`config.mk`:
```
export PLATFORM = sky130hd
export DESIGN_NAME = led_blink_multi
export DESIGN_NICKNAME = d
export VERILOG_FILES = /design/src/rtl/led_blink_multi.sv
export SDC_FILE = /design/constraint.sdc
export NUM_CORES = 1
export LEC_CHECK = 0
export CELL_PAD_IN_SITES_DETAIL_PLACEMENT = 1
export CELL_PAD_IN_SITES_GLOBAL_PLACEMENT = 2
export CORE_MARGIN = 2
export CORE_UTILIZATION = 30
export CTS_BUF_LIST = sky130_fd_sc_hd__clkbuf_8
export DETAILED_ROUTE_END_ITERATION = 10
export PLACE_DENSITY_LB_ADDON = 0.1
export SLEW_MARGIN = 20
export SYNTH_ARGS = -nofsm -noshare
export SYNTH_HDL_FRONTEND = slang
export SYNTH_SLANG_ARGS = --single-unit
```
`constraint.sdc`:
```
create_clock -name clk -period 2.5 [get_ports clk]
set_clock_uncertainty 0.05 [all_clocks]
set_input_delay 0.5 -clock clk [delete_from_list [all_inputs] [get_ports clk]]
set_output_delay 0.5 -clock clk [all_outputs]
set_load 0.03 [all_outputs]
```
`src/rtl/led_blink_multi.sv`:
```
// ---------------------------------------------------------------------------
// led_blink_multi
// NCH independent LED blink channels. Each channel is armed by a tick while
// idle and then plays one of three patterns, selected by the mode latched at
// trigger time:
//   0/3 : one-shot, a single ON_CYC-long pulse
//   1   : retrigger, a tick during ON restarts the ON_CYC window
//   2   : burst, BURST_N pulses of ON_CYC separated by OFF_CYC gaps
//
// Ports
//   clk   : clock, rising edge
//   rst   : synchronous active-high reset
//   tick  : [NCH]     per-channel trigger, sampled every cycle
//   mode  : [2*NCH]   per-channel mode, bits [2i+1:2i] for channel i
//   blink : [NCH]     registered LED drive, high = on
//   busy  : [NCH]     registered, high while the channel is not idle
// ---------------------------------------------------------------------------
module led_blink_multi #(
   parameter int unsigned NCH     = 4,
   parameter int unsigned CW      = 24,
   parameter int unsigned ON_CYC  = 10_000_000,
   parameter int unsigned OFF_CYC = 10_000_000,
   parameter int unsigned BURST_N = 3
) (
   input  logic             clk,
   input  logic             rst,
   input  logic [NCH-1:0]   tick,
   input  logic [2*NCH-1:0] mode,
   output logic [NCH-1:0]   blink,
   output logic [NCH-1:0]   busy
);

   localparam int unsigned PW = $clog2(BURST_N + 1);

   localparam logic [CW-1:0] ON_LAST   = CW'(ON_CYC - 1);
   localparam logic [CW-1:0] OFF_LAST  = CW'(OFF_CYC - 1);
   localparam logic [PW-1:0] PULSE_MAX = PW'(BURST_N);

   localparam logic [1:0] MODE_RETRIG = 2'd1;
   localparam logic [1:0] MODE_BURST  = 2'd2;

   typedef enum logic [1:0] {
      ST_IDLE = 2'd0,
      ST_ON   = 2'd1,
      ST_OFF  = 2'd2
   } state_t;

   state_t        state_q [NCH];
   state_t        state_d [NCH];
   logic [CW-1:0] phase_q [NCH];
   logic [CW-1:0] phase_d [NCH];
   logic [PW-1:0] pulse_q [NCH];
   logic [PW-1:0] pulse_d [NCH];
   logic [1:0]    mode_q  [NCH];
   logic [1:0]    mode_d  [NCH];

   // State, counters, latched modes and output flops
   always_ff @(posedge clk) begin
      for (int i = 0; i < int'(NCH); i++) begin
         if (rst) begin
            state_q[i] <= ST_IDLE;
            phase_q[i] <= '0;
            pulse_q[i] <= '0;
            mode_q[i]  <= '0;
            blink[i]   <= 1'b0;
            busy[i]    <= 1'b0;
         end else begin
            state_q[i] <= state_d[i];
            phase_q[i] <= phase_d[i];
            pulse_q[i] <= pulse_d[i];
            mode_q[i]  <= mode_d[i];
            // Outputs mirror the next state so they align with it in the same cycle
            blink[i]   <= (state_d[i] == ST_ON);
            busy[i]    <= (state_d[i] != ST_IDLE);
         end
      end
   end

   // Per-channel next-state and counter logic
   always_comb begin
      for (int i = 0; i < int'(NCH); i++) begin
         state_d[i] = state_q[i];
         phase_d[i] = phase_q[i];
         pulse_d[i] = pulse_q[i];
         mode_d[i]  = mode_q[i];

         case (state_q[i])
            ST_IDLE: begin
               if (tick[i]) begin
                  state_d[i] = ST_ON;
                  phase_d[i] = '0;
                  pulse_d[i] = '0;
                  mode_d[i]  = mode[2*i +: 2];
               end
            end

            ST_ON: begin
               if (tick[i] && (mode_q[i] == MODE_RETRIG)) begin
                  // Reload wins over expiry so the pulse never drops for a cycle
                  phase_d[i] = '0;
               end else if (phase_q[i] == ON_LAST) begin
                  phase_d[i] = '0;
                  pulse_d[i] = (pulse_q[i] == PULSE_MAX) ? pulse_q[i]
                                                         : pulse_q[i] + PW'(1);
                  if ((mode_q[i] == MODE_BURST) && (pulse_d[i] < PULSE_MAX)) begin
                     state_d[i] = ST_OFF;
                  end else begin
                     state_d[i] = ST_IDLE;
                  end
               end else begin
                  phase_d[i] = phase_q[i] + CW'(1);
               end
            end

            ST_OFF: begin
               if (phase_q[i] == OFF_LAST) begin
                  phase_d[i] = '0;
                  state_d[i] = ST_ON;
               end else begin
                  phase_d[i] = phase_q[i] + CW'(1);
               end
            end

            default: begin
               state_d[i] = ST_IDLE;
            end
         endcase
      end
   end

endmodule

```
==> results of run 1 <==
==> metrics by stage <==
stage                     setup WS (ns)  hold WS (ns)  std cells  power (W)
after floorplan                  0.0950         0.389        781    0.00240
after global placement           -0.138         0.406       1102    0.00257
after detailed placement         -0.213         0.427       1102    0.00258
after CTS                        0.0665         0.440       1134    0.00442
after global routing           -0.00478         0.463       1134    0.00455
final                             0.144         0.433       1134    0.00433
==> worst reg2reg max path: cells and delay by family, from the launching register on <==
kind / cells / cell delay [ns]
and+or+nand+nor: 3 / 1.10
AOI/OAI and AO/OA: 2 / 0.53
buffers and inverters: 1 / 0.18
DFF: 1 / 0.35
==> registers in the layout (all words and copies together) (netlist names) <==
register,cells
pulse_q,8
blink,4
mode_q,8
busy,4
phase_q,96
state_q,8
==> report_power, final <==
part	total [W]	switching, W	leakage (nW)	internal [W]
combinational	0.000423	0.000251	1.35	0.000172
clock	0.00180	0.000890	0.191	0.000907
sequential	0.00211	0.0000311	1.04	0.00208
total	0.00433	0.00117	2.58	0.00316
==> placed cells by master, fill, tap and decap left out, drive strengths merged, types with 3 or more instances in the layout <==
master,count
dfxtp,128
nor2,81
nand2,71
nand3,49
buf,49
nor3,46
xor2,41
xnor2,38
nand4,34
a21oi,25
inv,25
o21ai,22
nor4,22
ha,21
clkdlybuf4s50,20
clkbuf,18
and3,16
nor4b,12
nor2b,11
a211oi,11
and2,10
a31oi,9
nand3b,8
clkinv,7
nand2b,6
and4,6
or3,6
or4,6
or2,5
o21bai,5
nor4bb,4
and4b,4
clkinvlp,4
or4b,4
o211a,3
a41oi,3
==> per-layer routing <==
metal	GRT usage, %	part of all wire, %	up-vias
met5	0	0	-
met4	4.36	1.0	0
met3	2.79	1.5	13
met2	27.0	49	32
met1	19.4	49	2861
li1	-	-	2913
==> cell usage after synthesis (4+ instances only) <==
cell,instances
a211oi_1,8
a21oi_1,25
a31oi_1,9
and2_1,10
and3_1,16
and4_1,6
and4b_1,4
buf_2,7
clkbuf_1,20
dfxtp_1,128
ha_1,21
inv_1,24
nand2_1,71
nand2b_1,6
nand3_1,49
nand3b_1,8
nand4_1,34
nor2_1,81
nor2b_1,10
nor3_1,46
nor4_1,18
nor4b_1,10
nor4bb_1,4
o21ai_0,20
o21bai_1,4
or2_2,5
or3_1,6
or4_1,5
xnor2_1,38
xor2_1,41
==> cell type report <==
type	count	area, sq um
inverters	24	90.1
flip-flops and latches	128	2560
well taps	280	350
clock buffers	18	248
multi-input cells	601	3840
fillers	2576	13900
clock inverters	14	141
repair buffers	69	591
==> path summary, 6_finish.rpt <==
path / startpoint / end / slack, ns / cells past startpoint
setup / recovery: phase_q[1][8] / busy[1] / 0.14 / 6
hold / removal: mode_q[0][0] / mode_q[0][0] / 0.43 / 2
setup reg to reg: phase_q[1][8] / busy[1] / 0.14 / 6
hold reg to reg: mode_q[0][0] / mode_q[0][0] / 0.43 / 2
==> kinds of logic after synthesis <==
logic type / Yosys count
and+or+nand+nor: 406
buffers and inverters: 52
AOI/OAI and AO/OA: 93
xor gates and xnor gates: 79
muxes: 2
DFF: 128
adders and majority gates: 21
==> results by group, run 1 <==
Min path
  – HP Class: reg -> reg

Routing
  – Vias: approximately 5,800
  – 1st-pass router iterations: 5
  – Post-Route WL: 17,500 um
  – DR WL/cell: 15.4 um
  – Post-route DRC: 0
  – Detail Route Antenna Nets: 0
  – Vias/cell: ~5
  – Initial drt markers: 200

Placement
  – Gpl congestion: 0.769
  – DP Area: roughly 0.0074 sq mm
  – # port buffers: 21
  – Post-DP HPWL: 12,800 um

Yosys
  – Largest family of logic cells by synthesized area: simple AND/OR/NAND/NOR gates
  – Cell count after synthesis: 781
  – Syn_area_per_cell: roughly 8.4 sq um
  – Ys Warns: 0
  – Synth Area in Compound Gates: 9.50%
  – Ys async rst share: 0%
  – Seq/Total Area, Yosys: 38.9%
  – Mux cell area share after synthesis: less than 1%
  – Synth top area share: about 39%
  – Synth Area in XOR/XNOR: 10.5%
  – Synth area leaders: dfxtp_1, xor2_1, xnor2_1, nor2_1, nand2_1
  – Biggest area consumer among synthesized cells: dfxtp_1
  – Post-synth EDFFs: 0
  – Synth Register Bits: 128
  – Top FF cell, synth: dfxtp_1
  – Synth Cell Area: approximately 0.0066 sq mm
  – Mapped Nets: between 800 and 900
  – Post-Synth Simple-Gate Area: 33.7%
  – Post-Synth Adder-Cell Area: 3.99%
  – Post-synth cell types: 61

STA
  – Unrepaired setup endpoints after global routing: true
  – Worst Max-Slew Pin Slew: 0.647 ns
  – Relative slew slack: 56.5%
  – Setup TNS: 0 ns
  – Fin. max-slew vios: 0
  – Final min period: between 2 and 2.5 ns
  – Final setup viols: 0
  – Final Cycle Share: 94.2%
  – Endpoints failing hold: 0
  – FMAX: ~420 MHz

Worst setup path
  – CP bufs+invs: 1
  – Cell breakdown of the critical path: or4_1, nor4_2, buf_4, and2_1, a211oi_2, a211oi_1
  – CP Data Arrival Time: 2.61 ns
  – Peak per-stage delay on the critical path: between 0.5 and 0.6 ns
  – Startpoint class of the critical path: register
  – CP delay by family, top: simple AND/OR/NAND/NOR gates
  – Critical path required time: 2.76 ns
  – Critical Path End Type: register
  – Crit Path Category: reg -> reg
  – Critical-path top delay cell: or4_1
  – CP max FO: 4

CTS
  – Max H-tree Level: 4
  – CTS tree: yes
  – Hold-fix buffers, CTS: 0
  – CTS sink count: 128
  – Longest Clk Path Bufs: 2
  – Post-CTS setup buffers: 0
  – Clk pin slew, worst setup/hold paths: 0.08 ns
  – Num CTS Buffers: 17
  – Root buffer cell: clkbuf_8
  – Clock latency on the worst-skew pair: between 0.4 and 0.5 ns
  – Resize count post-CTS: 0

Global route
  – Initial antenna violation count: 0
  – Global route overflow: 0
  – Pin count of the biggest net entering global routing: 28
  – Total GRT Usage: between 15 and 20%
  – Vias in the first global route: 6,122
  – First-pass GRT wire length: 30,000 um

Layout
  – Ant. Diodes: 0
  – Finished Core Util: between 30% and 40%
  – Layout area overhead: 18.7%
  – Cell area after layout: around 0.008 sq mm
  – Layout cells sized above 1: 12.3%
  – Nets: 876

Power
  – Worst ir drop on vdd: 0.273 mV
  – Pwr dens: between 500 and 600 mW/mm^2
  – Leakage power: 2.58 nW

Die
  – I/O pins: 22
  – Chip width: ~150 um
  – Die area: about 0.023 sq mm
  – Chip Height: 152 um
  – CORE AREA: 0.0217 sq mm
  – Row cnt: 54
  – Starting Density: a little under a third

Flow run
  – Max_cap viols: 0

Status
  – Outcome: finished clean
Power figures use the tool's default switching activity.
==> run 2, diff against run 1 <==
CTS_CLUSTER_SIZE = 14   (was default)
==> results of run 2 <==
Same layout as run 1: the final DEF is identical, and so are final timing and power.
